===== src/rtl/filter_sched_pkg.sv =====
// Shared definitions for the filter scheduler slice.
// Contents:
//   sched_state_t : scheduler FSM state encoding
//   N_FILT        : number of filters applied per window position
//   K_SIZE        : convolution kernel edge length
//   is_busy()     : decode of the states in which a pass is in progress
package filter_sched_pkg;

    typedef enum logic [2:0] {
        IDLE    = 3'd0,
        FETCH   = 3'd1,
        ISSUE   = 3'd2,
        ADVANCE = 3'd3,
        DONE    = 3'd4
    } sched_state_t;

    localparam int N_FILT = 4;
    localparam int K_SIZE = 3;

    // A pass is in progress while fetching, issuing or advancing.
    function automatic logic is_busy(input sched_state_t s);
        logic b;
        case (s)
            FETCH, ISSUE, ADVANCE: b = 1'b1;
            default:               b = 1'b0;
        endcase
        return b;
    endfunction

endpackage


===== src/rtl/filter_scheduler_win_pos_counter.sv =====
// Row-major window position counter for the filter scheduler.
// Ports:
//   clk   : rising-edge clock
//   rst_n : synchronous active-low reset
//   step  : advance to the next window position
//   clear : return to position (0,0)
//   row   : current window top row
//   col   : current window left column
//   last  : current position is the final one of the image
module win_pos_counter
    import filter_sched_pkg::*;
#(
    parameter int IMG_W = 32,
    parameter int IMG_H = 32,
    parameter int RW    = $clog2(IMG_H),
    parameter int CW    = $clog2(IMG_W)
) (
    input  logic          clk,
    input  logic          rst_n,
    input  logic          step,
    input  logic          clear,
    output logic [RW-1:0] row,
    output logic [CW-1:0] col,
    output logic          last
);

    logic [RW-1:0] row_r;
    logic [CW-1:0] col_r;
    logic          col_end_s;
    logic          row_end_s;

    assign col_end_s = (col_r == CW'(IMG_W - K_SIZE));
    assign row_end_s = (row_r == RW'(IMG_H - K_SIZE));
    assign last      = col_end_s && row_end_s;
    assign row       = row_r;
    assign col       = col_r;

    // Position register: column wraps into the next row; stepping past the
    // final position returns to (0,0) so the counter is clean for the next pass.
    always_ff @(posedge clk) begin
        if (!rst_n) begin
            row_r <= '0;
            col_r <= '0;
        end else if (clear) begin
            row_r <= '0;
            col_r <= '0;
        end else if (step) begin
            if (col_end_s) begin
                col_r <= '0;
                if (row_end_s) begin
                    row_r <= '0;
                end else begin
                    row_r <= row_r + RW'(1'b1);
                end
            end else begin
                col_r <= col_r + CW'(1'b1);
            end
        end else begin
            row_r <= row_r;
            col_r <= col_r;
        end
    end

endmodule


===== src/rtl/filter_scheduler.sv =====
// Filter scheduler: walks every 3x3 window position of an image in row-major
// order, fetches each window, then issues it to the convolution engine once
// per filter (0..3) with a valid/ready handshake.
// Ports:
//   clk, rst_n         : clock, synchronous active-low reset
//   start, abort       : begin a pass (IDLE only) / cancel the pass (any state)
//   busy, done         : pass in progress / one-cycle end-of-pass pulse
//   win_req/row/col    : window request and its top-left coordinate
//   win_valid          : requested window is present
//   filter_used        : filter-mux select, straight from the filter register
//   conv_valid/ready   : issue handshake to the conv engine
//   out_row/col/ch     : tags of the issue, valid with conv_valid
module filter_scheduler
    import filter_sched_pkg::*;
#(
    parameter int IMG_W = 32,
    parameter int IMG_H = 32,
    parameter int RW    = $clog2(IMG_H),
    parameter int CW    = $clog2(IMG_W)
) (
    input  logic          clk,
    input  logic          rst_n,
    input  logic          start,
    input  logic          abort,
    output logic          busy,
    output logic          done,
    output logic          win_req,
    output logic [RW-1:0] win_row,
    output logic [CW-1:0] win_col,
    input  logic          win_valid,
    output logic [1:0]    filter_used,
    output logic          conv_valid,
    input  logic          conv_ready,
    output logic [RW-1:0] out_row,
    output logic [CW-1:0] out_col,
    output logic [1:0]    out_ch
);

    sched_state_t  state_r;
    sched_state_t  state_nx_s;
    logic [1:0]    filter_r;
    logic [1:0]    filter_nx_s;
    logic          step_s;
    logic          clear_s;
    logic          last_s;
    logic [RW-1:0] row_s;
    logic [CW-1:0] col_s;
    logic          busy_r;
    logic          done_r;
    logic          win_req_r;
    logic          conv_valid_r;

    win_pos_counter #(
        .IMG_W (IMG_W),
        .IMG_H (IMG_H),
        .RW    (RW),
        .CW    (CW)
    ) u_pos (
        .clk   (clk),
        .rst_n (rst_n),
        .step  (step_s),
        .clear (clear_s),
        .row   (row_s),
        .col   (col_s),
        .last  (last_s)
    );

    // Next-state, filter and counter control; abort overrides every handshake.
    always_comb begin
        state_nx_s  = state_r;
        filter_nx_s = filter_r;
        step_s      = 1'b0;
        clear_s     = 1'b0;
        if (abort) begin
            state_nx_s  = IDLE;
            filter_nx_s = 2'd0;
            clear_s     = 1'b1;
        end else begin
            case (state_r)
                IDLE: begin
                    if (start) begin
                        state_nx_s  = FETCH;
                        filter_nx_s = 2'd0;
                        clear_s     = 1'b1;
                    end else begin
                        state_nx_s  = IDLE;
                    end
                end
                FETCH: begin
                    if (win_valid) begin
                        state_nx_s = ISSUE;
                    end else begin
                        state_nx_s = FETCH;
                    end
                end
                ISSUE: begin
                    // conv_valid is high throughout ISSUE, so ready alone
                    // completes the handshake.
                    if (conv_ready) begin
                        if (filter_r == 2'(N_FILT - 1)) begin
                            filter_nx_s = 2'd0;
                            state_nx_s  = ADVANCE;
                        end else begin
                            filter_nx_s = filter_r + 2'd1;
                            state_nx_s  = ISSUE;
                        end
                    end else begin
                        state_nx_s = ISSUE;
                    end
                end
                ADVANCE: begin
                    step_s = 1'b1;
                    if (last_s) begin
                        state_nx_s = DONE;
                    end else begin
                        state_nx_s = FETCH;
                    end
                end
                DONE: begin
                    state_nx_s = IDLE;
                end
                default: begin
                    state_nx_s  = IDLE;
                    filter_nx_s = 2'd0;
                    clear_s     = 1'b1;
                end
            endcase
        end
    end

    // State, filter and control outputs, registered from the next state so
    // each output flop is aligned with the state it decodes.
    always_ff @(posedge clk) begin
        if (!rst_n) begin
            state_r      <= IDLE;
            filter_r     <= 2'd0;
            busy_r       <= 1'b0;
            done_r       <= 1'b0;
            win_req_r    <= 1'b0;
            conv_valid_r <= 1'b0;
        end else begin
            state_r      <= state_nx_s;
            filter_r     <= filter_nx_s;
            busy_r       <= is_busy(state_nx_s);
            done_r       <= (state_nx_s == DONE);
            win_req_r    <= (state_nx_s == FETCH);
            conv_valid_r <= (state_nx_s == ISSUE);
        end
    end

    assign busy        = busy_r;
    assign done        = done_r;
    assign win_req     = win_req_r;
    assign conv_valid  = conv_valid_r;
    assign win_row     = row_s;
    assign win_col     = col_s;
    assign out_row     = row_s;
    assign out_col     = col_s;
    assign filter_used = filter_r;
    assign out_ch      = filter_r;

endmodule


===== config.mk =====
export PLATFORM = sky130hd
export DESIGN_NAME = filter_scheduler
export DESIGN_NICKNAME = d
export VERILOG_FILES = /design/src/rtl/filter_sched_pkg.sv /design/src/rtl/filter_scheduler_win_pos_counter.sv /design/src/rtl/filter_scheduler.sv
export SDC_FILE = /design/constraint.sdc
export NUM_CORES = 1
export LEC_CHECK = 0
export ABC_CLOCK_PERIOD_IN_PS = 2100
export CAP_MARGIN = 20
export CORE_ASPECT_RATIO = 1.2
export CORE_MARGIN = 2
export CORE_UTILIZATION = 46
export DETAILED_ROUTE_END_ITERATION = 10
export PLACE_DENSITY = 0.79
export REMOVE_ABC_BUFFERS = 1
export SKIP_CTS_REPAIR_TIMING = 1
export SYNTH_ARGS = -nofsm -noshare
export SYNTH_HDL_FRONTEND = slang
export SYNTH_HIERARCHICAL = 1
export SYNTH_SLANG_ARGS = --single-unit

===== constraint.sdc =====
create_clock -name clk -period 2.1 [get_ports clk]
set_clock_uncertainty 0.1 [all_clocks]
set_input_delay 0.63 -clock clk [delete_from_list [all_inputs] [get_ports clk]]
set_output_delay 0.63 -clock clk [all_outputs]
set_load 0.03 [all_outputs]

# Yosys cells after proc, flatten, opt, wreduce, memory -nomap -nowiden
# Index checks and enable logic that the tools add are counted.
[totals]
reg_bits = 19
elab_cells = 54
[classes]
n_addsub = 3
eq_ne = 13
mux = 19
bitwise_logic = 2
reduce_logical = 9
[op_table]
columns = ["op", "n"]
rows = [
  ["$eq 3x2->1 const B", 4],
  ["$pmux 3 s4", 1],
  ["$add 5x1->5 const B", 2],
  ["$eq 5x5->1 const B", 2],
  ["$mux 5", 2],
  ["$mux 3", 3],
  ["$mux 2", 4],
  ["$mux 1", 7],
  ["$eq 3x1->1 const B", 2],
  ["$eq 3x3->1 const B", 2],
  ["$pmux 2 s3", 1],
  ["$reduce_or 3->1", 2],
  ["$ne 2x2->1 const B", 2],
  ["$reduce_or 2->1", 2],
  ["$reduce_or 4->1", 1],
  ["$logic_not 3->1", 1],
  ["$reduce_and 3->1", 1],
  ["$add 2x1->2 const B", 1],
  ["$eq 2x2->1 const B", 1],
  ["$not 1->1", 2],
  ["$pmux 1 s2", 1],
  ["$reduce_and 2->1", 1],
  ["$logic_and 1x1->1", 1],
]

# Longest topological paths before layout
# Gate-level depths: netlist (run 1).
[logic_depth]
ltp_word = 8
mapped_depth = 8

# By module
# Netlist (run 1), hierarchy kept.
[modules_own_cells]
columns = ["mod", "instances", "cells_per_inst", "area_per_inst_um2"]
rows = [
  ["filter_scheduler", 1, 61, 565.5],
  ["win_pos_counter", 1, 62, 541.8],
]

# Worst setup path before layout (run 1)
# No wires, ideal clock.
[synth_path]
path_type = "reg-to-reg"
from = "reg u_pos.col_r[1], in the netlist u_pos/col[1]"
to = "reg win_req_r, in the netlist win_req"
setup_time_ns = 0.103
t_arrival_ns = 1.765
required_ns = 1.897
setup_slack_ns = 0.132
path_stages_with_launch = 9
n_path_buf = 1
synth_period_minus_slack_ns = 1.968
path_cell_list = "dfxtp_1 -> inv_1 -> ha_1 -> nand2_1 -> clkbuf_1 -> nor3_1 -> nand3_1 -> nand2_2 -> a2111oi_2"
[synth_between]
elab_chain_len = 6
[synth_rtl]
columns = ["element", "line", "source"]
rows = [
  ["start: declaration", "filter_scheduler_win_pos_counter.sv:28", "logic [CW-1:0] col_r;"],
  ["start signal: assignment", "filter_scheduler_win_pos_counter.sv:56", "col_r <= col_r + CW'(1'b1);"],
  ["start signal: assignment", "filter_scheduler_win_pos_counter.sv:60", "col_r <= col_r;"],
  ["$eq 5x5->1", "filter_scheduler_win_pos_counter.sv:32", "assign col_end_s = (col_r == CW'(IMG_W - K_SIZE));"],
  ["$logic_and 1x1->1", "filter_scheduler_win_pos_counter.sv:34", "assign last = col_end_s && row_end_s;"],
  ["named net last_s", "filter_scheduler.sv:45", "logic last_s;"],
  ["$mux 3", "filter_scheduler.sv:113", "if (last_s) begin"],
  ["$pmux 3 s4", "filter_scheduler.sv:79", "case (state_r)"],
  ["$mux 3", "filter_scheduler.sv:74", "if (abort) begin"],
  ["$eq 3x1->1", "filter_scheduler.sv:146", "win_req_r <= (state_nx_s == FETCH);"],
  ["end signal: assignment", "filter_scheduler.sv:146", ""],
  ["end: declaration", "filter_scheduler.sv:50", "logic win_req_r;"],
]
# The timed path passes the listed nets, and every way through them passes these cells.
# A chain may end at the register's enable or synchronous reset.

# Worst setup path after layout (run 1)
[layout_path]
from = "in abort"
to = "reg u_pos.row_r[4], in the netlist u_pos/row[4]"
[layout_between]
elab_chain_len = 2
word_cells_on_any_way = 4
[layout_rtl]
columns = ["element", "line", "source"]
rows = [
  ["start: declaration", "filter_scheduler.sv:24", "input logic abort,"],
  ["$mux 1", "filter_scheduler.sv:74", ""],
  ["named net step_s", "filter_scheduler.sv:43", "logic step_s;"],
  ["$reduce_and 2->1 (no source line)", "n/a", ""],
  ["end signal: assignment", "filter_scheduler_win_pos_counter.sv:53", "row_r <= row_r + RW'(1'b1);"],
  ["end signal: assignment", "filter_scheduler_win_pos_counter.sv:59", "row_r <= row_r;"],
  ["end: declaration", "filter_scheduler_win_pos_counter.sv:27", "logic [RW-1:0] row_r;"],
]
# The timed path passes the listed nets, and every way through them passes these cells.

==> run summary, run 1 <==
status: finished, final reports clean
library cells used by synthesis: 42
GR Overflow Total: 0
drt wl/cell: 13.0 um
Root Buffer: clkbuf_4
Gate Count Post-Synth: 123
gr usage total: 18.4%
die area: 2820 um2
Synth Area in XOR/XNOR: 2.37%
Worst setup SP type: primary input
post-route cell area: 1550 um2
RSZ-0062 raised after global routing: no
busiest layer in global routing: met2
Async SR Flop Fraction: 0%
H-tree depth: 1
DRT iter0 DRCs: 21
# Max-Cap Violations: 0
final period utilization: 96.3%
pwr dens: 397 nW/um2
dpl ws: -0.296 ns
main combinational cell family by area after synthesis: simple AND/OR/NAND/NOR gates
CP cell instances: clkdlybuf4s50_1, nor2_1, and3_2, nand3_4, or4_1, a21oi_1
crit end category: flip-flop
#FFs+latches synth: 19
vias: 1,015
most used flip-flop cell after synthesis: dfxtp_1
yosys warns: 6
Hold WC Path Type: reg2reg
initial antenna violation count: 0
Final #Nets: 170
top-area cell type share of the netlist area: 34.4%
DRT antenna net count: 0
max incr delay on CP: 0.49 ns
worst-margin pin slew: 0.380 ns
Worst path slowest cell: or4_1
Worst slew margin: 74.4%
largest area contributor in the netlist: dfxtp_1
routability congestion estimate: 0.800
Port Buffer Count: 33
Critical Path RT: 2.24 ns
post-synthesis simple-gate area fraction: 28.2%
TritonCTS sink count: 19
Seq/Total Area, Yosys: 34.4%
site row count: 19
largest net degree at the start of global routing: 12
Fmax: 494 MHz
number of flops mapped to enable cells by yosys: 0
Synth area leaders: dfxtp_1, buf_4, ha_1
Synth-to-Final Area Change: 40.2%
first-pass GRT wire length: 4110 um
vias in the first global route: 936
most numerous cell in the Yosys netlist: dfxtp_1
worst vdd ir: 0.000402 V
Cell Area, Synth: 1110 um2
Critical Path Start: abort
Final Max Tran Viols: 0
Tmin final: 2.02 ns
Pleak: 0.965 nW
setup_tns: 0 ns
GRT met1 Usage: 22.5%
syn_area_per_cell: 9.00 um2
setup ws final: 0.0774 ns
worst skew pair latency: 0.30 ns
Overall Power: 616 uW
dpl hpwl: 1830 um
Placed Cells: 185
met2 GRT Util: 31.7%
Final Hold Viols: 0
HP Start: u_pos/col[4]$_SDFFE_PP0P_
commonest cells in the netlist: dfxtp_1, buf_4, nor2_1
# diodes: 0
share of layout cells above drive strength 1: 17.7%
Final Setup Violations: 0
CORE AREA: 2280 um2
Area after DPL: 1460 um2
Crit Path Max Fanout: 11
Via density: 5.37
DRC viols: 0
Num CTS Buffers: 3
Max clock buf depth: 2
met3 usage: 3.09%
Synth Area in Compound Gates: 15.6%
die width: 48.8 um
Crit path arrival time: 2.16 ns
multiplexer area fraction after synthesis: 0.904%
final core utilization: 68.0%
final wirelength: 2460 um
Synth Area in Adders: 5.65%
CP Class: in2reg
Die Y: 57.7 um
CTS tree: yes
WHS: 0.436 ns
I/O Pins: 34
DR pass1 iterations: 4
Reg clk slew, reported paths: 0.11 ns
initial core utilization: 48.5%
FF-to-FF Start: u_pos/row[0]$_SDFFE_PP0P_
Finished Layout Cells: 189
registers in the layout, indices dropped and copies added, names as in the netlist:
register     cells
state_r          3
done             1
busy             1
win_req          1
conv_valid       1
u_pos/col        5
u_pos/row        5
filter_used      2
cells in the final DEF, fill, tap and decap left out, types with 2 or more instances in the layout:
cell             instances
buf_4                   14
or4_1                    4
nor3_1                   4
ha_1                     5
nand2_1                  5
clkbuf_4                 3
nor2_1                  12
inv_1                    5
dlymetal6s2s_1          24
nand3_1                  4
nor2b_1                  3
nand4b_1                 2
o31ai_1                  2
a21oi_1                  5
dfxtp_1                 19
o21ai_1                  3
clkdlybuf4s50_1          9
nand4_1                  4
xor2_1                   2
o21ai_0                  5
layout make-up:
class | count | area, um2
fill | 206 | 729
multi-input combinational | 83 | 592
timing repair buffer | 47 | 495
sequential | 19 | 380
tap | 31 | 38.8
clock buffer | 3 | 22.5
inverter | 5 | 18.8
clock inverter | 1 | 5.00
per-layer routing:
layer / up-vias / share of wire, % / routed length, um
li1: 502 / - / -
met2: 37 / 51 / 1260
met4: 0 / 0.89 / 22
met5: - / 0 / 0
met1: 474 / 42 / 1040
met3: 2 / 5.6 / 139
where the power goes:
group / internal (mW) / total [mW] / switching, mW
clock: 0.0709 / 0.185 / 0.114
sequential: 0.364 / 0.366 / 0.00261
combinational: 0.0338 / 0.0649 / 0.0311
final timing paths:
check | endpoint | depth (start not counted) | slack, ns
hold / removal | u_pos/col[4]$_SDFFE_PP0P_ | 2 | 0.44
setup reg to reg | conv_valid$_SDFF_PN0_ | 6 | 0.22
hold reg to reg | u_pos/col[4]$_SDFFE_PP0P_ | 2 | 0.44
setup / recovery | u_pos/row[4]$_SDFFE_PP0P_ | 6 | 0.08
worst max-delay path, delay by kind of cell:
| family | cells | cell delay [ns] |
|---|---|---|
| AND/OR/NAND/NOR | 4 | 0.96 |
| AO/OA/AOI/OAI | 1 | 0.14 |
| buffers and inverters | 1 | 0.41 |
kinds of logic after synthesis:
group,after synthesis
multiplexers,1
flip-flops,19
AND/OR/NAND/NOR,50
AO/OA/AOI/OAI,24
buffers and inverters,21
XOR/XNOR,3
adder cells (fa/ha/maj),5
(Power assumes the default switching activity.)
==> run 2: changes to the inputs <==
--- a/config.mk
+++ b/config.mk
@@ -9,9 +9,9 @@
 export CAP_MARGIN = 20
 export CORE_ASPECT_RATIO = 1.2
 export CORE_MARGIN = 2
-export CORE_UTILIZATION = 46
+export CORE_UTILIZATION = 38
 export DETAILED_ROUTE_END_ITERATION = 10
-export PLACE_DENSITY = 0.79
+export PLACE_DENSITY = 0.67
 export REMOVE_ABC_BUFFERS = 1
 export SKIP_CTS_REPAIR_TIMING = 1
 export SYNTH_ARGS = -nofsm -noshare
==> run 2 against run 1 <==
Net effect: setup slack worse by 0.0063 ns; die area rose by 19%; hold slack worse by 0.017 ns; sequential cell count is the same; largest cell class unchanged.
==> run summary, run 2 (same netlist as run 1, synthesis figures left out) <==
status: finished, final reports clean (unchanged)
routability congestion estimate: 0.769 (was 0.800)
Final Max Tran Viols: 0 (unchanged)
GR Overflow Total: 0 (unchanged)
final period utilization: 96.6% (was 96.3%)
Synth-to-Final Area Change: 42.1% (was 40.2%)
Tmin final: 2.03 ns (was 2.02 ns)
site row count: 21 (was 19)
Worst setup SP type: primary input (unchanged)
Placed Cells: 190 (was 185)
DRT antenna net count: 0 (unchanged)
final core utilization: 56.5% (was 68.0%)
worst-margin pin slew: 0.375 ns (was 0.380 ns)
Die Y: 63.1 um (was 57.7 um)
first-pass GRT wire length: 4030 um (was 4110 um)
clock network fraction of total power: 30.0% (about the same)
setup ws final: 0.0711 ns (was 0.0774 ns)
CORE AREA: 2790 um2 (was 2280 um2)
drt wl/cell: 12.6 um (was 13.0 um)
setup_tns: 0 ns (unchanged)
Hold WC Path Type: reg2reg (unchanged)
share of layout cells above drive strength 1: 19.4% (was 17.7%)
Reg clk slew, reported paths: 0.11 ns (about the same)
crit end category: flip-flop (unchanged)
Final Hold Viols: 0 (unchanged)
DRT iter0 DRCs: 10 (was 21)
pwr dens: 392 nW/um2 (was 397 nW/um2)
Port Buffer Count: 33 (unchanged)
Root Buffer: clkbuf_4 (unchanged)
RSZ-0062 raised after global routing: no (unchanged)
Via density: 5.15 (was 5.37)
Finished Layout Cells: 194 (was 189)
I/O Pins: 34 (unchanged)
initial antenna violation count: 0 (unchanged)
DR pass1 iterations: 4 (unchanged)
most frequent cells in the layout: dlymetal6s2s_1, dfxtp_1, buf_4 (unchanged)
TritonCTS sink count: 19 (unchanged)
gr usage total: 15.7% (was 18.4%)
# diodes: 0 (unchanged)
die area: 3360 um2 (was 2820 um2)
worst vdd ir: 0.000301 V (was 0.000402 V)
Pleak: 0.973 nW (was 0.965 nW)
dpl hpwl: 1900 um (was 1830 um)
CTS tree: yes (unchanged)
Final Setup Violations: 0 (unchanged)
die width: 53.3 um (was 48.8 um)
Num CTS Buffers: 3 (unchanged)
dpl ws: -0.324 ns (was -0.296 ns)
largest net degree at the start of global routing: 13 (was 12)
Crit Path Max Fanout: 12 (was 11)
Sw Share: 23.9% (was 24.0%)
Critical Path RT: 2.23 ns (was 2.24 ns)
most common cell after layout, fill and taps aside: dlymetal6s2s_1 (unchanged)
DRC viols: 0 (unchanged)
worst skew pair latency: 0.29 ns (was 0.30 ns)
vias in the first global route: 924 (was 936)
Sw Pwr: 147 uW (was 148 uW)
Overall Power: 617 uW (was 616 uW)
vias: 999 (was 1,015)
H-tree depth: 1 (unchanged)
Fmax: 493 MHz (was 494 MHz)
Worst slew margin: 74.8% (was 74.4%)
combinational power share: 10.7% (was 10.5%)
CP Class: in2reg (unchanged)
Crit path arrival time: 2.16 ns (about the same)
# Max-Cap Violations: 0 (unchanged)
Final #Nets: 172 (was 170)
Seq pwr share: 59.3% (was 59.4%)
Max clock buf depth: 2 (unchanged)
internal power: 470 uW (was 468 uW)
initial core utilization: 39.8% (was 48.5%)
final wirelength: 2450 um (was 2460 um)
==> run 2: final timing paths <==
kind,depth (start not counted),end,slack (ns),startpoint
max,6,u_pos/row[4]$_SDFFE_PP0P_,0.07,abort
max reg2reg,6,conv_valid$_SDFF_PN0_,0.15,u_pos/row[0]$_SDFFE_PP0P_
min reg2reg,2,u_pos/col[4]$_SDFFE_PP0P_,0.42,u_pos/col[4]$_SDFFE_PP0P_
min,2,u_pos/col[4]$_SDFFE_PP0P_,0.42,u_pos/col[4]$_SDFFE_PP0P_
==> run 2: power by group through the flow <==
stage               Sequential, mW  Combinational [mW]  Clock, mW
global placement             0.374              0.0648          0
global route                 0.367              0.0719      0.213
floorplan                    0.380              0.0259          0
CTS                          0.366              0.0660      0.195
finish                       0.366              0.0659      0.185
detailed placement           0.374              0.0657          0
==> run 2: cell type report <==
cell class | instances | area [um2]
multi-input cells | 83 | 594
clock buffers | 3 | 22.5
fillers | 274 | 1210
clock inverters | 1 | 5.00
inverters | 5 | 18.8
well taps | 34 | 42.5
repair buffers | 49 | 510
flip-flops and latches | 19 | 380
==> run 2: metal layers <==
| metal | wire length (um) | GRT usage (%) | part of all wire [%] |
|---|---|---|---|
| met1 | 1110 | 19.2 | 45 |
| met2 | 1220 | 25.6 | 50 |
| met3 | 94 | 2.37 | 3.8 |
| met4 | 27 | 8.33 | 1.1 |
| met5 | 0 | 0 | 0 |
==> run 2: through the flow <==
step / area [um2] / hold WS (ns)
after CTS: 1500 / 0.424
after floorplan: 983 / 0.454
final: 1570 / 0.419
after detailed placement: 1480 / 0.408
after global placement: 1480 / 0.404
after global routing: 1570 / 0.487
==> run 2: critical path: stages <==
cell	delay, ns
clkdlybuf4s50_1	0.44
nor2_2	0.11
and3_2	0.23
nand3_4	0.13
or4_1	0.49
a21oi_1	0.14
